File: config.mk
export PLATFORM = sky130hd
export DESIGN_NAME = sd_clk_supply
export DESIGN_NICKNAME = d
export VERILOG_FILES = /design/src/rtl/sd_hc_pkg.sv /design/src/rtl/sd_wait_cntr.sv /design/src/rtl/sd_clk_supply.sv
export SDC_FILE = /design/constraint.sdc
export NUM_CORES = 1
export LEC_CHECK = 0
export ABC_CLOCK_PERIOD_IN_PS = 3400
export CORE_AREA = 2 2 78 80
export CTS_CLUSTER_DIAMETER = 50
export DETAILED_ROUTE_END_ITERATION = 7
export DIE_AREA = 0 0 80 82
export PLACE_DENSITY_LB_ADDON = 0.15
export SYNTH_ARGS = -nofsm -noshare
export SYNTH_HDL_FRONTEND = slang
export SYNTH_HIERARCHICAL = 1
export SYNTH_SLANG_ARGS = --single-unit
File: constraint.sdc
create_clock -name clk -period 3.4 [get_ports clk]
set_input_delay 0.51 -clock clk [delete_from_list [all_inputs] [get_ports clk]]
set_output_delay 0.51 -clock clk [all_outputs]
set_load 0.02 [all_outputs]
File: src/rtl/sd_hc_pkg.sv
// Shared SD host-controller definitions: register offsets, access attributes
// and Clock Control register bit positions.
package sd_hc_pkg;

    localparam logic [11:0] CLK_CTRL   = 12'h02C;
    localparam logic [11:0] PRES_STATE = 12'h024;

    localparam logic [2:0] ATTR_RD = 3'h0;
    localparam logic [2:0] ATTR_RW = 3'h3;

    localparam int CLK_INT_EN_BIT     = 0;
    localparam int CLK_INT_STABLE_BIT = 1;
    localparam int CLK_SD_EN_BIT      = 2;

    // Clock Control write word: divider in [15:8], internal clock always enabled.
    function automatic logic [31:0] clk_ctrl_word(input logic [7:0] freq, input logic sd_en);
        logic [31:0] word;
        word                 = '0;
        word[15:8]           = freq;
        word[CLK_INT_EN_BIT] = 1'b1;
        word[CLK_SD_EN_BIT]  = sd_en;
        return word;
    endfunction

endpackage

File: src/rtl/sd_wait_cntr.sv
// Fixed-length wait timer: a start strobe arms a 2-bit counter, and strb
// pulses for one cycle when the counter reaches 3.
module sd_wait_cntr (
    input  logic clk,
    input  logic reset,
    input  logic start_strb,
    output logic strb
);

    logic [1:0] cnt;
    logic       active;

    // A new start strobe restarts the count even if a wait is already running.
    always_ff @(posedge clk) begin
        if (!reset) begin
            cnt    <= 2'd0;
            active <= 1'b0;
        end else if (start_strb) begin
            cnt    <= 2'd0;
            active <= 1'b1;
        end else if (active) begin
            if (cnt == 2'd3) begin
                active <= 1'b0;
            end
            cnt <= cnt + 2'd1;
        end
    end

    assign strb = active && (cnt == 2'd3);

endmodule

File: src/rtl/sd_clk_supply.sv
// SD clock supply sequencer: enables the internal clock, polls for Internal
// Clock Stable, then enables SDCLK. Define SD_CLK_SUP_TIMEOUT_EN to bound the
// polling with POLL_MAX and report sup_clk_err.
module sd_clk_supply
    import sd_hc_pkg::*;
#(
    parameter logic [7:0] POLL_MAX = 8'd255
) (
    input  logic         clk,
    input  logic         reset,
    input  logic         sup_sd_clk_strb,
    input  logic [7:0]   freq_sel,
    output logic [11:0]  rd_reg_index,
    input  logic [127:0] rd_reg_input,
    output logic         wr_reg_strb,
    output logic [11:0]  wr_reg_index,
    output logic [31:0]  wr_reg_output,
    output logic [2:0]   reg_attr,
    output logic         sd_clk_on_suc,
    output logic         sup_clk_err,
    output logic         fin_sup_clk,
    output logic         sd_clk_sup_proc
);

    typedef enum logic [8:0] {
        IDLE      = 9'b0_0000_0001,
        WR_INT_EN = 9'b0_0000_0010,
        WR_INT_WT = 9'b0_0000_0100,
        RD_CLK    = 9'b0_0000_1000,
        RD_WT     = 9'b0_0001_0000,
        CHK       = 9'b0_0010_0000,
        WR_SD_EN  = 9'b0_0100_0000,
        WR_SD_WT  = 9'b0_1000_0000,
        FIN       = 9'b1_0000_0000
    } state_t;

    state_t     state;
    state_t     next_state;
    logic [7:0] freq_q;
    logic       wait_strb;
    logic       wait_done_q;
    logic       rd_strb;
    logic       clk_stable;
    logic       poll_limit;
    logic       err_flag;

    assign rd_strb    = (state == RD_CLK);
    assign clk_stable = rd_reg_input[CLK_INT_STABLE_BIT];

    sd_wait_cntr u_wait (
        .clk        (clk),
        .reset      (reset),
        .start_strb (wr_reg_strb | rd_strb),
        .strb       (wait_strb)
    );

    // The wait states leave on the cycle after the timer pulse, hence the
    // registered copy of the pulse.
    always_ff @(posedge clk) begin
        if (!reset) begin
            state       <= IDLE;
            freq_q      <= 8'd0;
            wait_done_q <= 1'b0;
        end else begin
            state       <= next_state;
            wait_done_q <= wait_strb;
            if (state == IDLE && sup_sd_clk_strb) begin
                freq_q <= freq_sel;
            end
        end
    end

`ifdef SD_CLK_SUP_TIMEOUT_EN
    localparam logic [7:0] POLL_LIMIT = (POLL_MAX == 8'd0) ? 8'd1 : POLL_MAX;

    logic [7:0] poll_cnt;
    logic       err_q;

    always_ff @(posedge clk) begin
        if (!reset) begin
            poll_cnt <= 8'd0;
            err_q    <= 1'b0;
        end else begin
            if (state == IDLE && sup_sd_clk_strb) begin
                poll_cnt <= 8'd0;
                err_q    <= 1'b0;
            end else if (state == RD_CLK && poll_cnt != 8'hFF) begin
                poll_cnt <= poll_cnt + 8'd1;
            end
            if (state == CHK && !clk_stable && poll_limit) begin
                err_q <= 1'b1;
            end
        end
    end

    assign poll_limit = (poll_cnt >= POLL_LIMIT);
    assign err_flag   = err_q;
`else
    logic unused_poll_max;

    assign unused_poll_max = ^POLL_MAX;
    assign poll_limit      = 1'b0;
    assign err_flag        = 1'b0;
`endif

    logic unused_rd_bits;
    assign unused_rd_bits = ^{rd_reg_input[127:2], rd_reg_input[0]};

    // Register-port values are pure functions of state, so any reset or
    // return to IDLE drops them to zero immediately.
    always_comb begin
        next_state      = state;
        rd_reg_index    = 12'h000;
        wr_reg_strb     = 1'b0;
        wr_reg_index    = 12'h000;
        wr_reg_output   = 32'h0;
        reg_attr        = 3'h0;
        sd_clk_on_suc   = 1'b0;
        sup_clk_err     = 1'b0;
        fin_sup_clk     = 1'b0;
        sd_clk_sup_proc = (state != IDLE);

        case (state)
            IDLE: begin
                if (sup_sd_clk_strb) begin
                    next_state = WR_INT_EN;
                end
            end
            WR_INT_EN: begin
                wr_reg_strb   = 1'b1;
                wr_reg_index  = CLK_CTRL;
                wr_reg_output = clk_ctrl_word(freq_q, 1'b0);
                reg_attr      = ATTR_RW;
                next_state    = WR_INT_WT;
            end
            WR_INT_WT: begin
                wr_reg_index  = CLK_CTRL;
                wr_reg_output = clk_ctrl_word(freq_q, 1'b0);
                reg_attr      = ATTR_RW;
                if (wait_done_q) begin
                    next_state = RD_CLK;
                end
            end
            RD_CLK: begin
                rd_reg_index = CLK_CTRL;
                reg_attr     = ATTR_RD;
                next_state   = RD_WT;
            end
            RD_WT: begin
                rd_reg_index = CLK_CTRL;
                reg_attr     = ATTR_RD;
                if (wait_done_q) begin
                    next_state = CHK;
                end
            end
            CHK: begin
                if (clk_stable) begin
                    next_state = WR_SD_EN;
                end else if (poll_limit) begin
                    next_state = FIN;
                end else begin
                    next_state = RD_CLK;
                end
            end
            WR_SD_EN: begin
                wr_reg_strb   = 1'b1;
                wr_reg_index  = CLK_CTRL;
                wr_reg_output = clk_ctrl_word(freq_q, 1'b1);
                reg_attr      = ATTR_RW;
                next_state    = WR_SD_WT;
            end
            WR_SD_WT: begin
                wr_reg_index  = CLK_CTRL;
                wr_reg_output = clk_ctrl_word(freq_q, 1'b1);
                reg_attr      = ATTR_RW;
                if (wait_done_q) begin
                    next_state = FIN;
                end
            end
            FIN: begin
                fin_sup_clk   = 1'b1;
                sd_clk_on_suc = !err_flag;
                sup_clk_err   = err_flag;
                next_state    = IDLE;
            end
            default: begin
                sd_clk_sup_proc = 1'b0;
                next_state      = IDLE;
            end
        endcase
    end

endmodule

### Yosys cells after proc, flatten, opt, wreduce, memory -nomap -nowiden

Index checks and enable logic that the tools add are counted.

* equality and inequality tests: 15
* bitwise logic cells: 2
* add/subtract/negate cells: 1
* reduce and logical (&&, ||, !) cells: 10
* divide/modulo/power cells: 0
* multipliers: 0
* order comparisons: 0
* shifts and indexed selects: 0
* multiplexer cells: 16

Operators with widths (number)
* case mux 9 bit (8 select lines): 1
* 2-to-1 mux 9 bit: 4
* case mux 16 bit (2 select lines): 1
* 2-to-1 mux 6 bit: 2
* OR reduction 2 bit: 5
* == test 9 x 1 -> 1 bit (second input constant): 1
* == test 9 x 2 -> 1 bit (second input constant): 1
* == test 9 x 3 -> 1 bit (second input constant): 1
* == test 9 x 4 -> 1 bit (second input constant): 1
* == test 9 x 5 -> 1 bit (second input constant): 1
* == test 9 x 6 -> 1 bit (second input constant): 1
* == test 9 x 7 -> 1 bit (second input constant): 1
* == test 9 x 8 -> 1 bit (second input constant): 1
* == test 9 bit (second input constant): 1
* inequality test 9 x 1 -> 1 bit (second input constant): 1
* OR reduction 9 bit: 1
* inequality test 2 bit (second input constant): 4
* 2-to-1 mux 7 bit: 1
* 2-to-1 mux 1 bit: 6
* AND reduction 4 bit: 1
* OR reduction 4 bit: 1
* adder 2 x 1 -> 2 bit (second input constant): 1
* == test 2 bit (second input constant): 1
* logical AND 1 bit: 2
* other kinds (3): 3

* memories kept: 0
* bits of input ports: 139
* ROM bits: 0
* output and inout port bits: 64
* logic and storage cells: 49
* memory bits (writable): 0
* flip-flop bits (word level): 21
* bits in latches: 0

### Depth between registers and ports, before layout

* word-level depth: 5
* gate-level depth with buffers: 7
* gate-level depth less buffers: 6

### Cells and area by module

Netlist, hierarchy kept.

Modules (own cells, without submodules)
* sd_clk_supply: seq. area each 360.3 um2, cells each 159, area each 1363.8 um2, instances 1
* sd_wait_cntr: seq. area each 60.1 um2, cells each 12, area each 126.4 um2, instances 1

### Worst setup path after synthesis

Ideal clock, no wire load.

* path kind: reg-to-output
* start: register state[6]
* end: output rd_reg_index[3]
* buffers on the path: 2
* stages on the path, launching flop included: 7
* required time: 2890 ps
* slack: 985 ps
* data arrival time: 1905 ps
* cell sequence: dfxtp_1 buf_6 or4_4 nor3_4 nand2b_1 a21oi_1 buf_4

* cells in the longest elaborated chain, start to end: 3
* elaborated cells between the ends (all ways): 4
* those cells by class: 2 x eq/ne; 1 x mux; 1 x reduce/logical

RTL lines
* from (decl): RTL line sd_clk_supply.sv:37 `state_t state;`
* from (signal assigned): RTL line sd_clk_supply.sv:65 `state <= next_state;`
* == test 9 x 4 -> 1 bit / == test 9 x 5 -> 1 bit (equally long branches): RTL line sd_clk_supply.sv:123 `case (state)`
* OR reduction 2 bit (no line) *
* 2-to-1 mux 6 bit *: RTL line sd_clk_supply.sv:123
* to (decl): RTL line sd_clk_supply.sv:13 `output logic [11:0] rd_reg_index,`

Mark *: on every way between the ends. The rest lies on a longest branch, timed or not.

### Worst setup path in the final report

* start: register state[7]
* end: output sd_clk_sup_proc

* cells in the longest elaborated chain, start to end: 3
* elaborated cells between the ends (all ways): 12
* those cells by class: 10 x eq/ne; 1 x mux; 1 x reduce/logical

RTL lines
* == test 9 x 4 -> 1 bit (tied with other cells): RTL line sd_clk_supply.sv:123
* OR reduction 9 bit (no line)
* 2-to-1 mux 1 bit *: RTL line sd_clk_supply.sv:123
* to (decl): RTL line sd_clk_supply.sv:22 `output logic sd_clk_sup_proc`

Marks and branches as above.

==> reports/qor.txt <==
CTS Buf Count -> 3
crit end category -> output pin
Worst Tran Pin Value -> 0.6492 ns
Setup crit start kind -> register
All-Layer GR Usage -> 9.150%
#FFs+latches synth -> 21
synth top area cells -> dfxtp_1 (28%), buf_4 (25%), mux2i_1 (6.0%)
Via density -> 3.974
H-tree levels -> 1
CP max FO -> 10
Setup CP Type -> reg2out
number of global-route vias before repair -> 970
Clock Tree Buf Depth -> 2
crit path time final -> 3.166 ns
Synth Flop Type -> dfxtp_1
Final #Nets -> 337
area added between synthesis and finish -> 15.20%
Cell Rows -> 28
cell taking the most area after synthesis -> dfxtp_1
status -> complete, no violations
CP Cell Sequence -> or2b_1 -> a211oi_1 -> o21bai_1 -> inv_1 -> or3b_1 -> clkdlybuf4s50_1
FMAX -> 0.3159 GHz
first-pass GRT wire length -> 4.678 mm
insertion delay to the later sink of the worst-skew pair -> 0.27 ns
HP Class -> reg2reg
Hold Violations, Final -> 0
cell area power density -> 347.6 nW/um^2
WP buf/inv -> 2
Total Wirelength -> 3.042 mm
crit-path leading delay family -> buffers and inverters
# Post-CTS Setup Buffers -> 0
Die ar. -> 6560 um^2
Die Wd -> 80 um
number of fill cells -> 652
GRT overflow -> 0
Placer Congestion -> 0.6760
TNS Setup -> 0 ns
worst-path cell with the longest stage delay -> clkdlybuf4s50_1
Clock Skew -> 0.003514 ns
final period utilization -> 93.11%
io pins -> 203
final setup fails -> 0
largest net degree at the start of global routing -> 13
critical path's largest stage delay -> 0.56 ns
cells after synthesis -> 171
Clock transition at path regs -> 0.09 ns
mapped cell area -> 1490 um^2
layout cells sized above 1 -> 6.122%
port buffer count -> 33
Post-synth EDFFs -> 0
Final HPWL DP -> 2.270 mm
ANT cells -> 0
CTS tree -> yes
clk sinks -> 21
initial antenna violation count -> 0
Seq/Total Area, Yosys -> 28.21%
Routed WL per cell -> 11.23 um
Max Cap Viol -> 0
Unique masters post-synth -> 42
residual DRC count -> 0
RSZ-0062 raised after global routing -> no
# hold bufs at CTS -> 0
DR pass1 iterations -> 4
synth warn -> 6
Async S/R FF share, synth -> 0%
Die Span Y -> 82 um
routed via count -> 1077
leakage dissipation -> 0.7726 nW
initial core utilization -> 25.94%
Final Slew Violations -> 0
fin area -> 1717 um^2
DP Area -> 1670 um^2
Iter 0 DRT Violations -> 22
Root Driver -> clkbuf_8
Worst VDD drop -> 0.2103 mV
remaining antenna violation count after routing -> 0
CP Data Required Time -> 2.89 ns
syn avg cell area -> 8.714 um^2
Slew HR -> 56.59%
CORE AREA -> 5746 um^2
data arrival time of the worst path -> 2.66 ns
CTS resizes -> 0
Synth top area share -> 28.21%
-- state kept, by name, indices dropped and copies added, names as in the netlist --
| register | cells |
|---|---|
| state | 9 |
| freq_q | 8 |
| u_wait/cnt | 2 |
| u_wait/active | 1 |
| wait_done_q | 1 |
-- worst paths after layout --
| check | start | to | slack [ns] | cells after the start |
|---|---|---|---|---|
| max reg2reg | state[7] | freq_q[1] | 1.43 | 4 |
| min | freq_q[3] | freq_q[3] | 0.49 | 2 |
| max | state[7] | sd_clk_sup_proc | 0.23 | 6 |
| min reg2reg | freq_q[3] | freq_q[3] | 0.49 | 2 |
-- kinds of logic (layout without fill, tap and decap cells) --
logic type	count (synthesis)	after routing	share of synthesized area, %
buffers and inverters	59	43	28.46
and+or+nand+nor	57	57	23.17
DFF	21	21	28.21
AOI/OAI and AO/OA	18	18	10.08
muxes	9	9	6.046
xor gates and xnor gates	5	5	2.939
adders and majority gates	1	1	0.8395
other	1	42	0.2516
-- where the power goes --
part / leakage, nW / switching [W] / internal, W
combinational: 0.576 / 0.0000970 / 0.0000546
sequential: 0.171 / 0.0000129 / 0.000259
clock: 0.0255 / 0.0000918 / 0.0000819
total: 0.773 / 0.000202 / 0.000395
-- layout make-up --
cell class	instances	area, um^2	area share [%]
timing repair buffer	34	337.8	19.68
inverter	5	18.77	1.093
clock buffer	3	41.29	2.405
multi-input combinational	132	799.5	46.57
tap	75	93.84	5.466
clock inverter	1	5.005	0.2915
sequential	21	420.4	24.49
-- tightest hold or removal path, delay by kind of cell (launching register included) --
family | cells | cell delay (ns)
multiplexers | 1 | 0.07
flip-flops | 1 | 0.33
AND/OR/NAND/NOR | 1 | 0.07
-- metal layers --
layer	vias to the layer above	routed length, um	GRT usage, %
met5	-	0	0
met4	0	0	1.017
met3	0	288	3.516
met2	52	1293	15.17
met1	491	1459	11.67
li1	534	-	-
-- metrics by stage --
step / utilization [%] / instances / worst slack [ns] / hold slack (ns) / power (W)
after floorplan: - / 212 / 0.9848 / 0.4548 / 0.0004286
after global placement: 29.07 / 267 / 0.5033 / 0.4759 / 0.0004294
after detailed placement: 29.07 / 267 / 0.5322 / 0.4796 / 0.0004279
after CTS: 29.88 / 271 / 0.2311 / 0.5046 / 0.0006028
after global routing: 29.88 / 271 / 0.09340 / 0.5333 / 0.0006293
final: 29.88 / 271 / 0.2343 / 0.4940 / 0.0005967
-- Yosys cell counts (all sizes together) (2+ instances only) --
master,number
buf,54
o21ai,4
inv,4
nor3,6
a21oi,2
nand2b,5
xnor2,4
nand4,2
nor2,16
a211oi,2
dfxtp,21
mux2i,9
nand2,2
nor2b,2
nand3,3
o211ai,2
o21bai,2
and2,10
nor4,4
-- cell usage in the layout, fill, tap and decap left out, types with 2 or more instances in the layout --
cell type        instances
nor3_1                   5
dfxtp_1                 21
o211ai_1                 2
clkbuf_8                 3
nor4_1                   3
xnor2_1                  4
mux2i_1                  9
o21ai_0                  4
and2_1                   9
o21bai_1                 2
clkdlybuf4s50_1         33
a21oi_1                  2
nand3_1                  3
nand2b_1                 5
conb_1                  42
nand4_1                  2
nand2_1                  2
inv_1                    4
nor2_1                  16
nor2b_1                  2
Power figures use the tool's default switching activity.
